[src/rtl/otter_pkg.sv]
// Shared types for the OTTER decode/execute boundary: ALU codes, operand
// selects, writeback selects and the registered control bundle.
package otter_pkg;

    // ALU operation codes, {func7[5], func3}
    typedef enum logic [3:0] {
        ALU_ADD  = 4'b0000,
        ALU_SLL  = 4'b0001,
        ALU_SLT  = 4'b0010,
        ALU_SLTU = 4'b0011,
        ALU_XOR  = 4'b0100,
        ALU_SRL  = 4'b0101,
        ALU_OR   = 4'b0110,
        ALU_AND  = 4'b0111,
        ALU_SUB  = 4'b1000,
        ALU_LUI  = 4'b1001,
        ALU_MUL  = 4'b1010,
        ALU_SRA  = 4'b1101
    } alu_fun_t;

    // ALU operand A source
    typedef enum logic [1:0] {
        SRCA_RS1  = 2'd0,
        SRCA_PC   = 2'd1,
        SRCA_ZERO = 2'd2,
        SRCA_RSVD = 2'd3
    } srca_sel_t;

    // ALU operand B source
    typedef enum logic [1:0] {
        SRCB_RS2  = 2'd0,
        SRCB_IMM  = 2'd1,
        SRCB_FOUR = 2'd2,
        SRCB_RSVD = 2'd3
    } srcb_sel_t;

    // Register file writeback source
    typedef enum logic [1:0] {
        RF_PC4 = 2'd0,
        RF_CSR = 2'd1,
        RF_MEM = 2'd2,
        RF_ALU = 2'd3
    } rf_wr_sel_t;

    // Control portion of the ID/EX bundle; the XLEN-wide data fields are
    // kept beside it so the datapath width stays a module parameter.
    // An all-zero value of this struct is a bubble.
    typedef struct packed {
        logic       valid;
        alu_fun_t   alu_fun;
        logic [4:0] rd_addr;
        logic       reg_we;
        logic       mem_we;
        logic       mem_re;
        rf_wr_sel_t rf_wr_sel;
    } id_ex_t;

endpackage

[src/rtl/otter_operand_sel.sv]
// ALU operand muxes evaluated in ID so EX sees operands straight from flops.
module otter_operand_sel
    import otter_pkg::*;
#(
    parameter int XLEN = 32
) (
    input  logic [XLEN-1:0] rs1_i,
    input  logic [XLEN-1:0] pc_i,
    input  logic [XLEN-1:0] rs2_i,
    input  logic [XLEN-1:0] imm_i,
    input  logic [1:0]      srca_sel_i,
    input  logic [1:0]      srcb_sel_i,
    output logic [XLEN-1:0] srca_o,
    output logic [XLEN-1:0] srcb_o
);

    // Operand A: RS1, PC, or zero (reserved code also yields zero)
    always_comb begin
        srca_o = '0;
        case (srca_sel_i)
            SRCA_RS1: srca_o = rs1_i;
            SRCA_PC:  srca_o = pc_i;
            default:  srca_o = '0;
        endcase
    end

    // Operand B: RS2, IMM, constant 4, or zero for the reserved code
    always_comb begin
        srcb_o = '0;
        case (srcb_sel_i)
            SRCB_RS2:  srcb_o = rs2_i;
            SRCB_IMM:  srcb_o = imm_i;
            SRCB_FOUR: srcb_o = XLEN'(4);
            default:   srcb_o = '0;
        endcase
    end

endmodule

[src/rtl/otter_id_ex_reg.sv]
// ID/EX pipeline register with pre-selected ALU operands, stall, flush and
// a saturating bubble counter.
module otter_id_ex_reg
    import otter_pkg::*;
#(
    parameter int XLEN  = 32,
    parameter int CNT_W = 32
) (
    input  logic             CLK,
    input  logic             RST,
    input  logic             ID_VALID,
    input  logic [XLEN-1:0]  ID_PC,
    input  logic [XLEN-1:0]  ID_RS1,
    input  logic [XLEN-1:0]  ID_RS2,
    input  logic [XLEN-1:0]  ID_IMM,
    input  logic [1:0]       ID_SRCA_SEL,
    input  logic [1:0]       ID_SRCB_SEL,
    input  logic [3:0]       ID_ALU_FUN,
    input  logic [4:0]       ID_RD_ADDR,
    input  logic             ID_REG_WE,
    input  logic             ID_MEM_WE,
    input  logic             ID_MEM_RE,
    input  logic [1:0]       ID_RF_WR_SEL,
    input  logic             STALL,
    input  logic             FLUSH,
    output logic             ID_READY,
    output logic             EX_VALID,
    output logic [XLEN-1:0]  EX_PC,
    output logic [XLEN-1:0]  EX_ALU_SRC_A,
    output logic [XLEN-1:0]  EX_ALU_SRC_B,
    output logic [3:0]       EX_ALU_FUN,
    output logic [XLEN-1:0]  EX_RS2,
    output logic [4:0]       EX_RD_ADDR,
    output logic             EX_REG_WE,
    output logic             EX_MEM_WE,
    output logic             EX_MEM_RE,
    output logic [1:0]       EX_RF_WR_SEL,
    output logic [CNT_W-1:0] BUBBLE_CNT
);

    // Increment that sticks at all-ones instead of wrapping
    function automatic logic [CNT_W-1:0] sat_inc(input logic [CNT_W-1:0] v);
        return (v == {CNT_W{1'b1}}) ? v : v + CNT_W'(1);
    endfunction

    logic [XLEN-1:0]  srca_sel, srcb_sel;
    id_ex_t           ctrl_q, ctrl_d;
    logic [XLEN-1:0]  pc_q, pc_d;
    logic [XLEN-1:0]  srca_q, srca_d;
    logic [XLEN-1:0]  srcb_q, srcb_d;
    logic [XLEN-1:0]  rs2_q, rs2_d;
    logic [CNT_W-1:0] bubble_cnt_q, bubble_cnt_d;
    logic             bubble, load;

    otter_operand_sel #(.XLEN(XLEN)) u_operand_sel (
        .rs1_i      (ID_RS1),
        .pc_i       (ID_PC),
        .rs2_i      (ID_RS2),
        .imm_i      (ID_IMM),
        .srca_sel_i (ID_SRCA_SEL),
        .srcb_sel_i (ID_SRCB_SEL),
        .srca_o     (srca_sel),
        .srcb_o     (srcb_sel)
    );

    // FLUSH overrides STALL; an invalid ID slot becomes a bubble when not stalled
    assign bubble   = FLUSH | (~STALL & ~ID_VALID);
    assign load     = ~FLUSH & ~STALL & ID_VALID;
    assign ID_READY = ~STALL;

    // Next-state: hold by default, then bubble or capture
    always_comb begin
        ctrl_d       = ctrl_q;
        pc_d         = pc_q;
        srca_d       = srca_q;
        srcb_d       = srcb_q;
        rs2_d        = rs2_q;
        bubble_cnt_d = bubble_cnt_q;
        if (bubble) begin
            ctrl_d       = '0;
            pc_d         = '0;
            srca_d       = '0;
            srcb_d       = '0;
            rs2_d        = '0;
            bubble_cnt_d = sat_inc(bubble_cnt_q);
        end else if (load) begin
            ctrl_d.valid     = 1'b1;
            ctrl_d.alu_fun   = alu_fun_t'(ID_ALU_FUN);
            ctrl_d.rd_addr   = ID_RD_ADDR;
            ctrl_d.reg_we    = ID_REG_WE;
            ctrl_d.mem_we    = ID_MEM_WE;
            ctrl_d.mem_re    = ID_MEM_RE;
            ctrl_d.rf_wr_sel = rf_wr_sel_t'(ID_RF_WR_SEL);
            pc_d             = ID_PC;
            srca_d           = srca_sel;
            srcb_d           = srcb_sel;
            rs2_d            = ID_RS2;
        end
    end

    // State register; reset clears the whole bundle and the counter
    always_ff @(posedge CLK) begin
        if (RST) begin
            ctrl_q       <= '0;
            pc_q         <= '0;
            srca_q       <= '0;
            srcb_q       <= '0;
            rs2_q        <= '0;
            bubble_cnt_q <= '0;
        end else begin
            ctrl_q       <= ctrl_d;
            pc_q         <= pc_d;
            srca_q       <= srca_d;
            srcb_q       <= srcb_d;
            rs2_q        <= rs2_d;
            bubble_cnt_q <= bubble_cnt_d;
        end
    end

    assign EX_VALID     = ctrl_q.valid;
    assign EX_PC        = pc_q;
    assign EX_ALU_SRC_A = srca_q;
    assign EX_ALU_SRC_B = srcb_q;
    assign EX_ALU_FUN   = ctrl_q.alu_fun;
    assign EX_RS2       = rs2_q;
    assign EX_RD_ADDR   = ctrl_q.rd_addr;
    assign EX_REG_WE    = ctrl_q.reg_we;
    assign EX_MEM_WE    = ctrl_q.mem_we;
    assign EX_MEM_RE    = ctrl_q.mem_re;
    assign EX_RF_WR_SEL = ctrl_q.rf_wr_sel;
    assign BUBBLE_CNT   = bubble_cnt_q;

endmodule

[config.mk]
export PLATFORM = sky130hd
export DESIGN_NAME = otter_id_ex_reg
export DESIGN_NICKNAME = d
export VERILOG_FILES = /design/src/rtl/otter_pkg.sv /design/src/rtl/otter_operand_sel.sv /design/src/rtl/otter_id_ex_reg.sv
export SDC_FILE = /design/constraint.sdc
export NUM_CORES = 1
export LEC_CHECK = 0
export ABC_CLOCK_PERIOD_IN_PS = 5750
export CORE_AREA = 2 2 135 170
export CTS_CLUSTER_DIAMETER = 30
export CTS_CLUSTER_SIZE = 8
export DETAILED_ROUTE_END_ITERATION = 8
export DIE_AREA = 0 0 137 172
export GPL_TIMING_DRIVEN = 0
export PLACE_DENSITY = 0.68
export SLEW_MARGIN = 20
export SYNTH_ARGS = -nofsm -noshare
export SYNTH_HDL_FRONTEND = slang
export SYNTH_HIERARCHICAL = 1
export SYNTH_SLANG_ARGS = --single-unit
[constraint.sdc]
create_clock -name CLK -period 5.75 [get_ports CLK]
set_input_delay 0.575 -clock CLK [delete_from_list [all_inputs] [get_ports CLK]]
set_output_delay 0.575 -clock CLK [all_outputs]
set_load 0.05 [all_outputs]
# ---- Word-level counts from Yosys, hierarchy flattened
# Cells that the tools add are included.
dict set report op_classes {
  addsub 1
  n_eq_ne 4
  mux 2
  bitwise 8
  n_reduce_logical 4
}
# cell count
set op_table {}
lappend op_table {{$pmux W32 S3} 1}
lappend op_table {{$pmux W32 S2} 1}
lappend op_table {{$add A32 B1 Y32 const B} 1}
lappend op_table {{$eq A32 B32 Y1 const B} 1}
lappend op_table {{$eq A2 B1 Y1 const B} 2}
lappend op_table {{$logic_not A2 Y1} 2}
lappend op_table {{$not A1 Y1} 4}
lappend op_table {{$and A1 B1 Y1} 3}
lappend op_table {{$eq A2 B2 Y1 const B} 1}
lappend op_table {{$reduce_and A2 Y1} 1}
lappend op_table {{$reduce_or A2 Y1} 1}
lappend op_table {{$or A1 B1 Y1} 1}
dict set report totals {
  regBits 175
  output_inout_bits 176
  word_cells 31
}

# ---- Logic depth before layout (Yosys ltp)
dict set report depth {
  depth_word 4
  depth_mapped 7
  ltp_nobuf 6
}

# ---- Hierarchy
# Netlist, hierarchy kept.
# module n_inst cells_each area_per_inst_um2
set by_module_without_submodules {}
lappend by_module_without_submodules {otter_id_ex_reg 1 826 6550.0}
lappend by_module_without_submodules {otter_operand_sel 1 144 1041.0}

# ---- Worst setup path after synthesis
# No wires, ideal clock.
dict set report synth_path {
  path_kind {reg2reg}
  startpoint {register bubble_cnt_q[0], in the netlist BUBBLE_CNT[0]}
  endpoint {register bubble_cnt_q[30], in the netlist BUBBLE_CNT[30]}
  arrival_ns 2.500
  slack_ns 3.180
  stages_incl_launch_ff 8
  n_path_buf 1
  cell_sequence {dfxtp_1 ha_1 and4_1 nand3_1 or4b_1 buf_2 or4_1 a21oi_1}
}
dict set report synth_via {
  elab_chain_cells 3
  word_cells_on_any_way 4
}
# item line_no
set synth_rtl {}
lappend synth_rtl {{start, declared} otter_id_ex_reg.sv:52} ;# logic [CNT_W-1:0] bubble_cnt_q, bubble_cnt_d;
lappend synth_rtl {{start signal, assigned} otter_id_ex_reg.sv:116} ;# bubble_cnt_q <= bubble_cnt_d;
lappend synth_rtl {{branches (longest 3 deep; another with $add A32 B1 Y32)} -}
# Several ways; the timed one is not identified.
# A chain may end at the register's enable or synchronous reset.

# ---- Worst setup path in the final report
dict set report layout_path {
  startpoint {input port STALL}
  endpoint {register srca_q[25], in the netlist EX_ALU_SRC_A[25]}
}
dict set report layout_via {
  elab_chain_cells 4
  word_cells_on_any_way 6
}
# item line_no
set layout_rtl {}
lappend layout_rtl {{start, declared} otter_id_ex_reg.sv:24} ;# input logic STALL,
lappend layout_rtl {{$not A1 Y1 *} {otter_id_ex_reg.sv:67, otter_id_ex_reg.sv:68}}
lappend layout_rtl {{$and A1 B1 Y1} otter_id_ex_reg.sv:67} ;# assign bubble = FLUSH | (~STALL & ~ID_VALID);
lappend layout_rtl {{$or A1 B1 Y1} otter_id_ex_reg.sv:67}
lappend layout_rtl {{$reduce_or A2 Y1 (no line)} -}
lappend layout_rtl {{end signal, assigned} otter_id_ex_reg.sv:113} ;# srca_q <= srca_d;
lappend layout_rtl {{end, declared} otter_id_ex_reg.sv:49} ;# logic [XLEN-1:0] srca_q, srca_d;
# Every way passes the cells marked *; elsewhere a longest branch is shown, timed or not.

==> out/qor.txt <==
post-CTS setup buffers: 0
CTS tree: yes
Post-Place Cells: 1576
f_max: 353 MHz
CTS root buffer: clkbuf_16
Overflow after GRT: 0
Max Root-Sink Buffers: 2
Layout Skew: 0.00943 ns
Slew @ Worst Pin: 0.703 ns
most frequent cells in the layout: 323 x clkdlybuf4s50_1, 297 x nand2_1, 175 x dfxtp_1
Post-Syn Area: 7590 um2
met3 WL: 1670 um
Slew Limit Fails: 0
Inserted Diodes: 0
first-pass GRT wire length: 40200 um
die width: 137 um
Residual DRC: 0
Hold Crit Depth: 2
layout cell share with drive strength beyond 1: 4.84%
r2r endpoint: BUBBLE_CNT[30]$_SDFFE_PP0P_
Ports: 327
dominant synthesized flop cell: dfxtp_1
Final TNS setup: 0 ns
Pleak: 4.02 nW
Slew Limit Headroom: 53.1%
routability cong.: 0.859
Clock Pin Slew Worst Setup and Hold Paths: 0.07 ns
Met1 Wirelength: 10600 um
syn nets: 1122
# setup viols final: 0
period utilization: 49.3%
RSZ-0062 raised after global routing: false
Routed WL: 26800 um
post-layout min period: 2.83 ns
most common cell after layout, fill and taps aside: clkdlybuf4s50_1
Reg2Reg Launch Point: BUBBLE_CNT[0]$_SDFFE_PP0P_
Post-DRT Antenna Nets: 0
WL/cell: 16.7 um
Async SR Flop Fraction: 0%
post-cts sizing count: 0
Port Buf Inserts: 323
clk sinks: 175
Critical Path End Type: register
arrival time worst endpoint: 3.17 ns
vias per inst: 4.87
Peak VDD IR: 0.180 mV
Initial Utilization: 34.5%
Core ar.: 22000 um2
Post-CTS Hold Fix Bufs: 0
Reg2Reg Depth: 7
Final Non-Filler Cells: 1606
Crit Path Category: input pin to register
Die Ht: 172 um
worst hold path class: register to register
Seq/Total Area, Yosys: 46.2%
reg-to-reg slack, setup: 3.27 ns
crit-path max FO: 10
Rows: 61
vias in the first global route: 7465
Ys Warns: 6
GRT Total Usage: 22.2%
max-cap viol count: 0
initial DRC count: 312
placed wire-length estimate: 20500 um
Layout area overhead: 54.4%
Hold Vio Cnt, Final: 0
Critical Path RT: 6.09 ns
Critical Path Source Type: input pin
number of synthesized register bits: 175
EDFF count, synth: 0
Clk Latency, worst-skew pair: 0.42 ns
antenna violations before repair: 0
Worst Hold End: EX_ALU_SRC_B[30]$_SDFFE_PP0P_
die area: 23600 um2
Nets: 1464
top layer used by detailed routing: met4
status: completed
# H-tree levels: 4
Post-Synthesis Cells: 970
Worst Hold Launch: EX_ALU_SRC_B[30]$_SDFFE_PP0P_
Netlist cell types: 43
Fillers: 2172
metal2 WL: 13800 um
Via Count: 7827
Avg Inst Size Synth: 7.83 um2
Cell Pwr Density: 227 nW/um2
number of CTS-inserted buffers: 17
Pre-antenna DRT Iters: 5
largest net degree at the start of global routing: 17
[routing by layer]
| metal | vias up | GRT usage, % |
|---|---|---|
| li1 | 3914 | - |
| met1 | 3631 | 25.3 |
| met2 | 242 | 40.0 |
| met3 | 40 | 4.90 |
| met4 | 0 | 8.20 |
| met5 | - | 0 |
[worst max-delay path: stages]
cell             delay (ns)
clkdlybuf4s50_1        0.50
nor2_1                 0.16
and2_1                 0.13
clkbuf_1               0.51
clkbuf_1               0.56
clkbuf_1               0.45
nand2_1                0.12
a21oi_1                0.15
[metrics by stage]
stage / util, % / hold WS [ns] / power [mW] / instance area [um2] / worst slack, ns
CTS: 53.3 / 0.455 / 2.69 / 11700 / 2.87
floorplan: - / 0.675 / 1.42 / 7590 / 3.18
global route: 53.3 / 0.471 / 2.76 / 11700 / 2.65
global placement: 50.9 / 0.441 / 1.60 / 11200 / 2.42
finish: 53.3 / 0.452 / 2.66 / 11700 / 2.92
detailed placement: 50.9 / 0.446 / 1.60 / 11200 / 2.41
[cell type report]
cell class | instances | area [um2] | share of cell area (%)
Sequential cell | 175 | 3500 | 29.9
Timing Repair Buffer | 323 | 3230 | 27.6
Buffer | 71 | 377 | 3.21
Clock inverter | 12 | 104 | 0.886
Multi-Input combinational cell | 721 | 3700 | 31.6
Tap cell | 283 | 354 | 3.02
Clock buffer | 18 | 439 | 3.75
Inverter | 3 | 11.3 | 0.0961
[Yosys cell counts (2+ instances only)]
cell type | count | area [um2]
nor2b_1 | 9 | 56.3
dfxtp_1 | 175 | 3500
o21ai_0 | 12 | 60.1
mux2i_1 | 64 | 641
buf_2 | 7 | 35.0
nor3b_1 | 2 | 15.0
and3_1 | 2 | 12.5
a211oi_1 | 4 | 30.0
inv_1 | 3 | 11.3
buf_8 | 3 | 45.0
o31ai_1 | 2 | 15.0
nand3_1 | 10 | 50.1
xnor2_1 | 4 | 35.0
and2_1 | 2 | 12.5
nand4_1 | 8 | 50.1
nand3_2 | 2 | 20.0
nor4_1 | 6 | 37.5
nand4b_1 | 2 | 17.5
or3_1 | 12 | 75.1
nand2b_1 | 3 | 18.8
mux2_2 | 10 | 113
nand2_1 | 297 | 1110
and4_1 | 2 | 17.5
clkbuf_1 | 55 | 206
buf_12 | 3 | 60.1
nor3_1 | 8 | 40.0
buf_6 | 2 | 22.5
nor2_1 | 89 | 334
a21oi_1 | 158 | 791
[report_power, final]
group | total [mW] | internal [mW] | leakage (nW) | switching, mW
logic | 0.340 | 0.162 | 2.35 | 0.179
clock network | 1.09 | 0.572 | 0.258 | 0.519
registers | 1.23 | 1.22 | 1.41 | 0.00729
[state kept, by name, summed over array words and instances, names as in the netlist]
register	flops
BUBBLE_CNT	32
EX_ALU_SRC_A	32
EX_ALU_SRC_B	32
EX_PC	32
EX_RS2	32
EX_RD_ADDR	5
EX_ALU_FUN	4
EX_RF_WR_SEL	2
EX_MEM_RE	1
EX_MEM_WE	1
EX_REG_WE	1
EX_VALID	1
[worst max-delay path by stage]
stage,from,endpoint,slack (ns),cells past startpoint
2_1_floorplan,BUBBLE_CNT[0]$_SDFFE_PP0P_,BUBBLE_CNT[30]$_SDFFE_PP0P_,3.18,7
3_3_place_gp,STALL,EX_ALU_SRC_A[29]$_SDFFE_PP0P_,2.42,7
3_5_place_dp,STALL,EX_PC[7]$_SDFFE_PP0P_,2.41,7
4_1_cts,STALL,EX_PC[7]$_SDFFE_PP0P_,2.87,7
5_1_grt,STALL,EX_ALU_SRC_A[25]$_SDFFE_PP0P_,2.65,8
6_report,STALL,EX_ALU_SRC_A[25]$_SDFFE_PP0P_,2.92,8
[cell families after synthesis]
kind of cell	Yosys count	synth area share [%]
buf+inv	74	5.11
flops	175	46.2
compound gates	178	12.2
mux	74	9.92
xor+xnor	5	0.577
simple gates	463	25.9
fa+ha+maj	1	0.165
Note: power is estimated with default switching activity, not from simulation.
